**src/rtl/i2s_tx.sv**
```systemverilog
// I2S (Philips) transmitter: one holding register feeding a frame shifter, with BCLK/LRCLK derived
// from the system clock. Optional I2S_TX_REPEAT_EN replays the last frame on underrun.
module i2s_tx #(
  parameter int unsigned SAMPLE_W = 16,
  parameter int unsigned SLOT_W   = 32,
  parameter int unsigned BCLK_DIV = 4
) (
  input  logic                clk,
  input  logic                rst_n,
  input  logic [SAMPLE_W-1:0] left_in,
  input  logic [SAMPLE_W-1:0] right_in,
  input  logic                valid_in,
  output logic                ready_out,
  output logic                bclk,
  output logic                lrclk,
  output logic                sdata,
  output logic                frame_start,
  output logic                underrun
);

  localparam int unsigned FRAME_W = 2 * SLOT_W;
  localparam int unsigned POS_W   = $clog2(FRAME_W);
  localparam int unsigned DIV_W   = (BCLK_DIV > 1) ? $clog2(BCLK_DIV) : 1;

  logic [DIV_W-1:0]    div_q;
  logic                bclk_q, lrclk_q, sdata_q;
  logic                full_q, full_d;
  logic                frame_start_q, underrun_q;
  logic [POS_W-1:0]    pos_q, pos_next;
  logic [FRAME_W-1:0]  shift_q, shift_d, load_frame, refill;
  logic [SLOT_W-1:0]   l_slot, r_slot;
  logic [SAMPLE_W-1:0] hold_l_q, hold_r_q;
  logic                div_wrap, fall, latch, accept;

  assign div_wrap = (div_q == DIV_W'(BCLK_DIV - 1));
  assign fall     = div_wrap & bclk_q;
  assign pos_next = (pos_q == POS_W'(FRAME_W - 1)) ? '0 : pos_q + 1'b1;
  assign latch    = fall && (pos_next == '0);
  assign accept   = valid_in && !full_q;

  // Samples are MSB-aligned in their slot; the pad bits below them are sent as zeros.
  always_comb begin
    l_slot = '0;
    r_slot = '0;
    l_slot[SLOT_W-1 -: SAMPLE_W] = hold_l_q;
    r_slot[SLOT_W-1 -: SAMPLE_W] = hold_r_q;
    load_frame = {l_slot, r_slot};
  end

`ifdef I2S_TX_REPEAT_EN
  logic [FRAME_W-1:0] last_q;

  always_ff @(posedge clk or negedge rst_n) begin
    if (!rst_n) begin
      last_q <= '0;
    end else if (latch && full_q) begin
      last_q <= load_frame;
    end
  end

  assign refill = last_q;
`else
  assign refill = '0;
`endif

  always_comb begin
    shift_d = shift_q;
    if (latch) begin
      shift_d = full_q ? load_frame : refill;
    end else if (fall) begin
      shift_d = {shift_q[FRAME_W-2:0], 1'b0};
    end
  end

  // An accept can only coincide with a latch when the register was already empty,
  // so the new pair survives for the following frame.
  always_comb begin
    full_d = full_q;
    if (latch) full_d = 1'b0;
    if (accept) full_d = 1'b1;
  end

  always_ff @(posedge clk or negedge rst_n) begin
    if (!rst_n) begin
      div_q         <= '0;
      bclk_q        <= 1'b0;
      lrclk_q       <= 1'b1;
      sdata_q       <= 1'b0;
      pos_q         <= POS_W'(FRAME_W - 1);
      shift_q       <= '0;
      full_q        <= 1'b0;
      hold_l_q      <= '0;
      hold_r_q      <= '0;
      frame_start_q <= 1'b0;
      underrun_q    <= 1'b0;
    end else begin
      div_q         <= div_wrap ? '0 : div_q + 1'b1;
      frame_start_q <= latch;
      underrun_q    <= latch && !full_q;
      full_q        <= full_d;
      shift_q       <= shift_d;
      if (div_wrap) begin
        bclk_q <= ~bclk_q;
      end
      // The bit leaving the shifter here is frame bit p-1: the one-BCLK I2S delay.
      if (fall) begin
        pos_q   <= pos_next;
        lrclk_q <= (pos_next >= POS_W'(SLOT_W));
        sdata_q <= shift_q[FRAME_W-1];
      end
      if (accept) begin
        hold_l_q <= left_in;
        hold_r_q <= right_in;
      end
    end
  end

  assign ready_out   = !full_q;
  assign bclk        = bclk_q;
  assign lrclk       = lrclk_q;
  assign sdata       = sdata_q;
  assign frame_start = frame_start_q;
  assign underrun    = underrun_q;

endmodule

```
**config.mk**
```make
export PLATFORM = sky130hd
export DESIGN_NAME = i2s_tx
export DESIGN_NICKNAME = d
export VERILOG_FILES = /design/src/rtl/i2s_tx.sv
export SDC_FILE = /design/constraint.sdc
export NUM_CORES = 1
export LEC_CHECK = 0
export ABC_AREA = 1
export BUFFER_PORTS_ARGS = -buffer_cell sky130_fd_sc_hd__buf_2
export CORE_MARGIN = 1.5
export CORE_UTILIZATION = 40
export CTS_CLUSTER_SIZE = 40
export DETAILED_ROUTE_END_ITERATION = 8
export HOLD_SLACK_MARGIN = 0.1
export PLACE_DENSITY_LB_ADDON = 0.1
export SYNTH_ARGS = -nofsm -noshare
export SYNTH_HDL_FRONTEND = slang
export SYNTH_SLANG_ARGS = --single-unit
export TNS_END_PERCENT = 100
```
**constraint.sdc**
```tcl
create_clock -name clk -period 3.2 [get_ports clk]
set_clock_uncertainty 0.15 [all_clocks]
set_input_delay 0.32 -clock clk [delete_from_list [all_inputs] [get_ports clk]]
set_output_delay 0.32 -clock clk [all_outputs]
set_load 0.005 [all_outputs]
```
==> impl_metrics.ini <==
[worst_setup_path]
cpMostUsedCell = nand2_1
end_kind = flop
crit_arrival_ps = 2480
crit_start = pos_q[0]
r2r_slack_ps = 880
path_cells = ha_1, nand2_1, inv_2, nand2_2, nand2_1, nand2_1, nand2_1, buf_4, nand3_2, buf_4, nand2_1, nand3_1, nand2_1
cp_slowest_cell = dfstp_2
path_class = flop to flop
timing.rr.end = shift_q[62]
crit_fanout = 50
timing.rr.start = pos_q[0]
cp.required_ps = 3360
startpoint_type = flop
endpoint = shift_q[62]
cp_num_cells = 13
cpPeakStageDelay_ps = 580
reg2reg_depth = 13
worst-path-buf-inv = 3
cp_top_family = simple AND/OR/NAND/NOR gates

[route]
drt_pre_antenna_iters = 4
dr.first_iter.drc_count = 152
met1_length_um = 4250
wire_per_inst_um = 13.2
post-route-drc-count = 0
met2_length_um = 4310
vias = 3323
wl_um = 9050
dr_wl_met3_um = 378
final_antenna_net_count = 0
dr.max_layer_used = met4
via_per_inst = 4.86

[floorplan]
coreArea_sq_um = 10300
ios = 41
rows = 37
start_util_pct = 41.4
die_h_um = 106
die_x_um = 106
dieArea_sq_um = 11300

[synth]
yosys.area.top_type = dfrtp_1
synth_fp_nets = 517
synthFlopType = dfrtp_1
ys_warn_count = 0
synth_area_sq_um = 4270
yosys.area.top_type_share_pct = 51.0
syn-instance-count = 480
synth-edff-count = 0
synth_area_per_cell_sq_um = 8.90
yosys-top-cells-area = dfrtp_1, nand2_1, mux2_2
seq_area_frac_synth_pct = 55.3
async_reset_ff_share_pct = 100
synth_cell_types = 20
ys_ff_latch = 94

[placement]
gp_congestion = 0.823
pre_cts_ws_ps = 873
post-dp-hpwl_um = 5260
io_buffers = 40
placed_cell_area_sq_um = 4580

[global_route]
overflow = 0
grt_pass1_vias = 3367
antenna_found_initial = 0
grt_pass1_wl_um = 15800
grt_usage_pct = 17.5
grt_max_degree = 59

[flow_run]
cap_violations = 0

[cells_and_area]
fin_area_sq_um = 5140
nets = 580
fillers = 980
diodes = 0
drive_gt1_share_pct = 20.8
area_growth_pct = 20.5

[sta]
fin_crit_sh_pct = 72.5
period_minus_slack_ps = 2320
final-setup-viol-count = 0
final.setup.tns_ps = 0
worstMarginPinSlew_ps = 674
rsz0062_at_grt = no
relSlewSlack_pct = 55.0
holdWs_ps = 284
hold_viol_final = 0
setup_ws_ps = 880
fmax_mhz = 431
final-max-slew-violation-count = 0

[cts]
clockRootBuffer = clkbuf_8
htree_levels = 3
cts_buffers = 9
cts.clk_slew.worst_paths_ps = 90
cts_setup_buffers = 0
clock_latency_ps = 370
clockBufferDepth = 2
cts.sinks = 94
cts_tree = yes

[power_and_ir_drop]
powerDensity_nw_per_um2 = 420
irDropWorstVdd_uv = 255
p_leak_nw = 2.74

[status]
status = complete, no violations

[min_path]
hold_class = flop to flop
hp-start = div_q[0]
synthesized netlist by cell type, types with 2 or more instances:
master / number
inv_1: 36
dfstp_2: 7
nor2_1: 4
dfrtp_1: 87
nand2_2: 2
nand2_1: 176
nand4_1: 32
clkbuf_1: 14
o21ai_0: 4
buf_2: 17
inv_2: 4
mux2_2: 32
nand3_1: 57
ha_1: 2
report_power, final:
part	internal [mW]	switching (mW)	leakage (nW)	total [mW]
clock	0.467	0.430	0.110	0.897
combinational	0.0427	0.0326	1.35	0.0753
sequential	1.19	0	1.28	1.19
worst min-delay path by stage:
stage | endpoint | slack [ps] | depth (start not counted)
after floorplan | bclk | -130 | 0
after global placement | div_q[0] | 260 | 1
after global routing | div_q[0] | 300 | 1
final | div_q[0] | 280 | 1
after detailed placement | div_q[1] | 260 | 1
after CTS | div_q[0] | 290 | 1
layer usage:
metal  GRT usage (%)  vias up
li1                -     1672
met1            22.9     1573
met2            28.5       67
met3            4.48       11
met4            5.41        0
met5               0        -
cell families (layout without fill, tap and decap cells):
logic type	after synthesis	count (layout)	synth area share, %
DFF	94	94	55.3
AOI/OAI and AO/OA	7	7	0.938
adders and majority gates	2	2	0.586
muxes	32	32	8.44
xor gates and xnor gates	1	1	0.205
and+or+nand+nor	272	272	27.7
buffers and inverters	72	140	6.83
flip-flops by register name (all words and copies together), names as in the netlist:
signal / flops
bclk: 1
div_q: 2
frame_start: 1
full_q: 1
hold_l_q: 16
hold_r_q: 16
lrclk: 1
pos_q: 6
sdata: 1
shift_q: 48
underrun: 1
cell usage in the layout, fill, tap and decap left out:
master and count:
a21oi_2 1, buf_2 39, buf_4 12, bufinv_16 2, clkbuf_8 10, clkinvlp_4 2, dfrtp_1 87, dfstp_2 7
dlygate4sd3_1 33, ha_1 2, inv_1 36, inv_2 4, inv_6 2, mux2_2 32, nand2_1 176, nand2_2 2
nand3_1 57, nand3_2 1, nand4_1 32, nor2_1 4, o21ai_0 4, o21ai_1 1, o22ai_1 1, xnor2_1 1
through the flow:
stage / instances / total power [mW] / utilization [%]
after global placement: 635 / 1.26 / 44.4
after floorplan: 480 / 1.21 / -
after detailed placement: 635 / 1.26 / 44.4
final: 684 / 2.16 / 49.8
after CTS: 684 / 2.20 / 49.8
after global routing: 684 / 2.25 / 49.8
layout make-up:
| class | count | area [sq um] | share of cell area, % |
|---|---|---|---|
| inverter | 40 | 150 | 2.92 |
| clock inverter | 6 | 92.6 | 1.80 |
| clock buffer | 10 | 138 | 2.68 |
| sequential | 94 | 2360 | 45.9 |
| timing repair buffer | 84 | 616 | 12.0 |
| tap | 136 | 170 | 3.31 |
| multi-input combinational | 314 | 1620 | 31.4 |
repair_timing:
action / in CTS / in global routing
endpoints found under the hold margin: 76 / 0
hold buffers: 33 / 0
resized for setup: 0 / 0
No activity file was read; power rests on OpenSTA's default activity.
